--- config.mk ---
export PLATFORM = sky130hd
export DESIGN_NAME = cp0_exc_ctrl
export DESIGN_NICKNAME = d
export VERILOG_FILES = /design/src/rtl/cp0_exc_ctrl.sv
export SDC_FILE = /design/constraint.sdc
export NUM_CORES = 1
export LEC_CHECK = 0
export CAP_MARGIN = 20
export CELL_PAD_IN_SITES_DETAIL_PLACEMENT = 1
export CELL_PAD_IN_SITES_GLOBAL_PLACEMENT = 2
export CORE_MARGIN = 2
export CORE_UTILIZATION = 25
export CTS_CLUSTER_DIAMETER = 120
export CTS_CLUSTER_SIZE = 40
export DETAILED_ROUTE_END_ITERATION = 8
export PLACE_DENSITY_LB_ADDON = 0.1
export SETUP_SLACK_MARGIN = 0.3
export SLEW_MARGIN = 20
export SYNTH_ARGS = -nofsm -noshare
export SYNTH_HDL_FRONTEND = slang
export SYNTH_SLANG_ARGS = --single-unit
--- constraint.sdc ---
create_clock -name clk -period 4.2 [get_ports clk]
set_clock_uncertainty 0.1 [all_clocks]
set_input_delay 0.84 -clock clk [delete_from_list [all_inputs] [get_ports clk]]
set_output_delay 0.84 -clock clk [all_outputs]
set_load 0.05 [all_outputs]
--- src/rtl/cp0_exc_ctrl.sv ---
// CP0 exception/interrupt controller at the M stage.
// It holds SR, Cause, EPC and PRId, and drives the pipeline flush request.
module cp0_exc_ctrl #(
    parameter logic [31:0] PRID     = 32'h4255_4141,
    parameter logic [4:0]  EXC_ADEL = 5'd4,
    parameter logic [4:0]  EXC_ADES = 5'd5,
    parameter logic [4:0]  EXC_OV   = 5'd12
) (
    input  logic        clk,
    input  logic        reset,
    input  logic [4:0]  A1,
    input  logic [4:0]  A2,
    input  logic [31:0] DIn,
    input  logic        WE,
    input  logic [31:0] PC,
    input  logic        BDIn,
    input  logic [4:0]  ExcCodeIn,
    input  logic [1:0]  ExcMSel,
    input  logic        EXLClr,
    input  logic [5:0]  HWInt,
    output logic        Req,
    output logic [31:0] EPCOut,
    output logic [31:0] DOut
);

    localparam logic [4:0] REG_SR    = 5'd12;
    localparam logic [4:0] REG_CAUSE = 5'd13;
    localparam logic [4:0] REG_EPC   = 5'd14;
    localparam logic [4:0] REG_PRID  = 5'd15;

    logic [5:0]  im_q, im_d;
    logic        exl_q, exl_d;
    logic        ie_q, ie_d;
    logic        bd_q, bd_d;
    logic [5:0]  ip_q, ip_d;
    logic [4:0]  exccode_q, exccode_d;
    logic [31:0] epc_q, epc_d;

    logic [4:0]  sel_code;
    logic        int_req;
    logic        exc_req;
    logic [31:0] pc_base;
    logic [31:0] epc_target;
    logic [31:0] sr_val;
    logic [31:0] cause_val;

    // The older fault from F/D beats the ALU's exception select.
    always_comb begin
        sel_code = 5'd0;
        if (ExcCodeIn != 5'd0) begin
            sel_code = ExcCodeIn;
        end else begin
            case (ExcMSel)
                2'b01:   sel_code = EXC_ADEL;
                2'b10:   sel_code = EXC_ADES;
                2'b11:   sel_code = EXC_OV;
                default: sel_code = 5'd0;
            endcase
        end
    end

    assign int_req = (|(HWInt & im_q)) & ie_q & ~exl_q;
    assign exc_req = (sel_code != 5'd0) & ~exl_q;
    assign Req     = (int_req | exc_req) & ~reset;

    assign pc_base    = PC & 32'hFFFF_FFFC;
    assign epc_target = BDIn ? (pc_base - 32'd4) : pc_base;

    always_comb begin
        im_d      = im_q;
        exl_d     = exl_q;
        ie_d      = ie_q;
        bd_d      = bd_q;
        ip_d      = HWInt;
        exccode_d = exccode_q;
        epc_d     = epc_q;
        if (Req) begin
            exl_d     = 1'b1;
            bd_d      = BDIn;
            exccode_d = int_req ? 5'd0 : sel_code;
            epc_d     = epc_target;
        end else begin
            if (WE) begin
                if (A2 == REG_SR) begin
                    im_d  = DIn[15:10];
                    exl_d = DIn[1];
                    ie_d  = DIn[0];
                end else if (A2 == REG_EPC) begin
                    epc_d = DIn;
                end
            end
            // eret overrides an SR write landing in the same cycle.
            if (EXLClr) begin
                exl_d = 1'b0;
            end
        end
    end

    always_ff @(posedge clk or posedge reset) begin
        if (reset) begin
            im_q      <= 6'd0;
            exl_q     <= 1'b0;
            ie_q      <= 1'b0;
            bd_q      <= 1'b0;
            ip_q      <= 6'd0;
            exccode_q <= 5'd0;
            epc_q     <= 32'd0;
        end else begin
            im_q      <= im_d;
            exl_q     <= exl_d;
            ie_q      <= ie_d;
            bd_q      <= bd_d;
            ip_q      <= ip_d;
            exccode_q <= exccode_d;
            epc_q     <= epc_d;
        end
    end

    assign sr_val    = {16'd0, im_q, 8'd0, exl_q, ie_q};
    assign cause_val = {bd_q, 15'd0, ip_q, 3'd0, exccode_q, 2'd0};
    assign EPCOut    = epc_q;

    always_comb begin
        case (A1)
            REG_SR:    DOut = sr_val;
            REG_CAUSE: DOut = cause_val;
            REG_EPC:   DOut = epc_q;
            REG_PRID:  DOut = PRID;
            default:   DOut = 32'd0;
        endcase
    end

endmodule
==> metrics.cfg, run 1 <==
[run_status]
status = finished clean

[timing]
slew_viol_final = 0
fmax_ghz = 0.284
rsz0062_at_grt = false
timing.final.crit_share = 0.839
period_needed_ps = 3530
holdWs_ps = 403
hold_viol = 0
maxSlewHeadroom = 0.481
finalSetupViolations = 0
fin_tns_setup_ps = 0
worstMarginPinSlew_ps = 777

[clock_tree]
clkTransAtPathRegs_ps = 70
post_cts_buffers = 0
cts-hold-fix-buffers = 0
cts_resized = 0
cts.path.max_buffers = 2
cts.sinks = 52
clock_latency_ps = 300
root_buffer = clkbuf_16
htree_levels = 2
cts_buffers = 5
cts_tree = built

[power]
power_w = 0.00192
p_leak_nw = 2.19
pwr_density_cell_mw_per_mm2 = 344
peakVddDrop_v = 0.000165

[cells_and_area]
areaGrowthSynthToFinish_pct = 67.6
fin_area_mm2 = 0.00557
utilization = 0.424
layout_commonest_cell = clkdlybuf4s50_1
layout.nets = 597
post_route_cells_drive_above_1_share = 0.145
final_cell_mix = clkdlybuf4s50_1 (121), mux2i_1 (59), nor2_1 (55)
diodes = 0

[routing]
via_count = 3191
via_per_inst = 4.69
totalWireLength_um = 12100
detail_route.wl_per_cell_um = 17.7
wl_met3_um = 802
highest_layer = met4
wl_met1_um = 5200
post-route-drc-count = 0
routed-wl-met2_um = 5900
antenna_left = 0
first_pass_iters = 4
drtIter0Drc = 67

[worst_setup_path]
cp_data_arrival_time_ps = 2590
cp-startpoint = A1[1]
required_ps = 3260
r2r-end = ie_q
slowest_stage = clkdlybuf4s50_1
ff2ff_setup_slack_ps = 1820
crit_path_cell_trace = clkdlybuf4s50_1 > buf_4 > nor2b_1 > a22oi_1 > nor2_1 > buf_12
crit_fanout = 11
reg2reg_from = im_q[5]
crit_path_end = DOut[2]
crit_type = input pin to primary output
cp_slowest_stage_delay_ps = 650
r2r_cells = 6
cp-start-kind = input pin
worst_setup_path_end_kind = primary output

[grt]
grt_pass1_wl_um = 19100
first_global_vias = 3510
grt_use_total = 0.173
antenna_found_initial = 0
grt_max_degree = 34
grt_remaining_overflow = 0

[yosys]
synth_flop_cell = dfrtp_1
synth_top_area_share = 0.391
syn_nets = 442
yosysWarningCount = 0
yosysUniqueCellTypes = 42
syn_avg_cell_area_um2 = 9.53
yosysTopAreaCell = dfrtp_1
syn_inst = 349
ys_seq_area_frac = 0.391
yosys_register_bits = 52
synth_edf_count = 0
synth_area_mm2 = 0.00332
synthArstFlopShare = 1.00
synth.area.top_cells = dfrtp_1 (39%), mux2i_1 (18%), nor2_1 (6.2%), xnor2_1 (4.0%), xor2_1 (3.2%)

[worst_hold_path]
min-delay-path-class = flip-flop to flip-flop

[floorplan]
start_util = 0.253
fp.dieW_um = 119
die_h_um = 119
die-area_mm2 = 0.0142
coreArea_mm2 = 0.0131
ioPinCount = 157
core.rowCount = 42

[placement]
placed_area_mm2 = 0.00542
place_congestion = 0.765
portBuffers = 154
hpwl_um = 9400

[run]
max_cap_violations = 0

kinds of logic (layout without fill, tap and decap cells):
logic type	Yosys count	after routing	synth area share
AND/OR/NAND/NOR	134	134	0.218
multiplexers	67	67	0.205
flip-flops	52	52	0.391
AO/OA/AOI/OAI	42	42	0.0779
XOR/XNOR	27	27	0.0711
buffers and inverters	26	182	0.0335
adder cells (fa/ha/maj)	1	1	0.00376
worst max-delay path, delay by kind of cell:
family          cells  cell delay (ps)
simple gates        2              530
compound gates      1              110
buf+inv             3             1110
worst min path at each step:
stage / startpoint / end / slack (ps) / depth (start not counted)
floorplan: exccode_q[4] / exccode_q[4] / 350 / 2
global placement: exccode_q[4] / exccode_q[4] / 370 / 2
detailed placement: exccode_q[1] / exccode_q[1] / 390 / 2
CTS: exccode_q[4] / exccode_q[4] / 410 / 2
global route: exccode_q[1] / exccode_q[1] / 450 / 2
finish: exccode_q[4] / exccode_q[4] / 400 / 2
metal layers:
layer | up-vias | track usage
li1 | 1542 | -
met1 | 1544 | 0.211
met2 | 95 | 0.296
met3 | 10 | 0.0508
met4 | 0 | 0.0485
met5 | - | 0
registers in the layout (all words and copies together), names as in the netlist:
signal / flops
EPCOut: 32
exl_q: 1
exccode_q: 5
ie_q: 1
bd_q: 1
im_q: 6
ip_q: 6
synth_stat cells, types with 8 or more instances:
master	number
xnor2_1	15
nor3_1	13
mux2i_1	59
xor2_1	12
dfrtp_1	52
nor2_1	55
a21oi_1	17
o21ai_0	10
nand2_1	12
clkbuf_1	13
mux2_2	8
a22oi_1	9
and2_1	11
or3_1	8
per-stage QoR:
stage                     setup WS, ps  cells
final                              675    681
after global routing               531    681
after CTS                          602    681
after detailed placement           626    673
after global placement             680    673
after floorplan                    709    349
area by class of cell:
cell class,instances,area [um2]
Clock buffer,5,125
Clock inverter,3,26.3
Fill cell,1492,7570
Inverter,6,22.5
Multi-Input combinational cell,271,1920
Sequential cell,52,1300
Tap cell,176,220
Timing Repair Buffer,168,1950
report_power, final:
| part | internal, W | leakage, nW | switching (W) |
|---|---|---|---|
| clock network | 0.000227 | 0.0748 | 0.000212 |
| logic | 0.000330 | 1.50 | 0.000469 |
| registers | 0.000599 | 0.617 | 0.0000819 |
| total | 0.00116 | 2.19 | 0.000763 |
No activity file was read; power rests on OpenSTA's default activity.
==> inputs of run 2 (changes only) <==
Settings changed: CORE_UTILIZATION 25 to 21.
Clock period 4.2 ns to 2.9 ns, I/O delays scaled along.
==> run 2 against run 1 <==
  * Sequential power grew 46%
  * Sequential share of layout area shrank 2.5 points
  * Largest power group unchanged
  * Utilization shrank 1.7 points
==> metrics.cfg, run 2 (same netlist as run 1, synthesis figures left out) <==
[run_status]
status = finished clean

[routing]
antenna_left = 0
drtIter0Drc = 64
via_count = 3358
totalWireLength_um = 13600
wl_met3_um = 840
via_per_inst = 4.46
highest_layer = met4
routed-wl-met2_um = 6830
wl_met1_um = 5790
post-route-drc-count = 0
first_pass_iters = 4
detail_route.wl_per_cell_um = 18.1

[timing]
fmax_ghz = 0.392
holdWs_ps = 389
timing.final.crit_share = 0.880
setup_ws_ps = 349
slew_viol_final = 0
finalSetupViolations = 0
fin_tns_setup_ps = 0
hold_viol = 0
period_needed_ps = 2550
maxSlewHeadroom = 0.629
rsz0062_at_grt = true
worstMarginPinSlew_ps = 555

[cells_and_area]
largest_reg_flops = 32
post_route_cells_drive_above_1_share = 0.277
layout_commonest_cell = clkdlybuf4s50_1
areaGrowthSynthToFinish_pct = 87.7
utilization = 0.408
finalNonFillerCells = 753
diodes = 0
layout.nets = 634
final_cell_mix = clkdlybuf4s50_1 (98), mux2i_1 (59), dfrtp_1 (52)

[grt]
grt_pass1_wl_um = 20600
antenna_found_initial = 0
first_global_vias = 3759
grt_remaining_overflow = 0
grt_max_degree = 38
grt_use_total = 0.161

[worst_setup_path]
required_ps = 2220
cp-start-kind = input pin
ff2ff_setup_slack_ps = 750
r2r_cells = 7
crit_fanout = 2
worst_setup_path_end_kind = primary output
crit_type = input pin to primary output
cp_data_arrival_time_ps = 1870

[power]
p_leak_nw = 2.59
pwr_density_cell_mw_per_mm2 = 474
peakVddDrop_v = 0.000260

[placement]
place_congestion = 0.734
post-place-cells = 733
pre_cts_slack_ps = -173
portBuffers = 154
hpwl_um = 10100

[clock_tree]
clock_latency_ps = 310
cts.sinks = 52
cts_buffers = 5
cts.path.max_buffers = 2
htree_levels = 2
cts_tree = built
cts-hold-fix-buffers = 0
root_buffer = clkbuf_16
clkTransAtPathRegs_ps = 70

[run]
max_cap_violations = 0

[floorplan]
coreArea_mm2 = 0.0153
core.rowCount = 45
die_h_um = 130
start_util = 0.217
ioPinCount = 157
fp.dieW_um = 130
die-area_mm2 = 0.0169

[worst_hold_path]
min_path_cells = 2
min-delay-path-class = flip-flop to flip-flop

-- run 2: cell count changes in the layout (fill, tap and decap cells not counted), sizes merged --
cell,delta
clkinv,-1
buf,+35
or4,+1
bufinv,+1
dlygate4sd2,+10
dlymetal6s2s,+12
clkinvlp,+1
clkdlybuf4s50,-23
clkbuf,+1
inv,-1
bufbuf,+1
-- run 2: final cells by class --
cell class / instances / area (um2)
flip-flops and latches: 52 / 1300
multi-input cells: 272 / 2140
fillers: 1717 / 9070
well taps: 211 / 264
clock inverters: 3 / 46.3
repair buffers: 204 / 2340
inverters: 6 / 22.5
clock buffers: 5 / 125
-- run 2: metal layers --
| layer | track usage | up-vias |
|---|---|---|
| met5 | 0 | - |
| met4 | 0.0392 | 0 |
| met3 | 0.0492 | 9 |
| met2 | 0.275 | 96 |
| met1 | 0.200 | 1631 |
| li1 | - | 1622 |
-- run 2: final timing paths --
kind	startpoint	endpoint
worst min-delay path	exccode_q[4]	exccode_q[4]
max in group asynchronous	reset	exl_q
worst max register to register	im_q[0]	im_q[3]
worst max-delay path	ExcCodeIn[3]	Req
worst min register to register	exccode_q[4]	exccode_q[4]
min in group asynchronous	reset	exccode_q[4]
-- run 2: metrics by stage --
step	power, W	area, um2
after floorplan	0.00166	3370
after global placement	0.00221	5760
after detailed placement	0.00222	5760
after CTS	0.00300	6120
after global routing	0.00311	6240
final	0.00296	6240
-- run 2: timing repair --
| action | in CTS | in global routing |
|---|---|---|
| hold endpoints to repair | 0 | 0 |
| resized for setup | 35 | 29 |
| pin swaps | 8 | 12 |
| gates cloned | 1 | 2 |
| setup endpoints to repair | 42 | 24 |
| setup buffers | 7 | 2 |
-- run 2: worst max-delay path, stage by stage --
cell and delay (ps):
clkdlybuf4s50_1 440, nor2_2 150, nand2_2 90, o41ai_4 320, inv_1 110, buf_6 170
-- run 2: power by group --
part	total [W]	switching [W]	leakage (nW)	internal, W
sequential	0.000993	0.000126	0.617	0.000867
combinational	0.00124	0.000717	1.89	0.000524
clock	0.000723	0.000312	0.0804	0.000412
total	0.00296	0.00116	2.59	0.00180
==> inputs of run 3 (changes only) <==
Settings changed: CAP_MARGIN 20 to default.
==> results of run 3 <==
No change in the layout: final DEF, timing and power equal those of run 2.
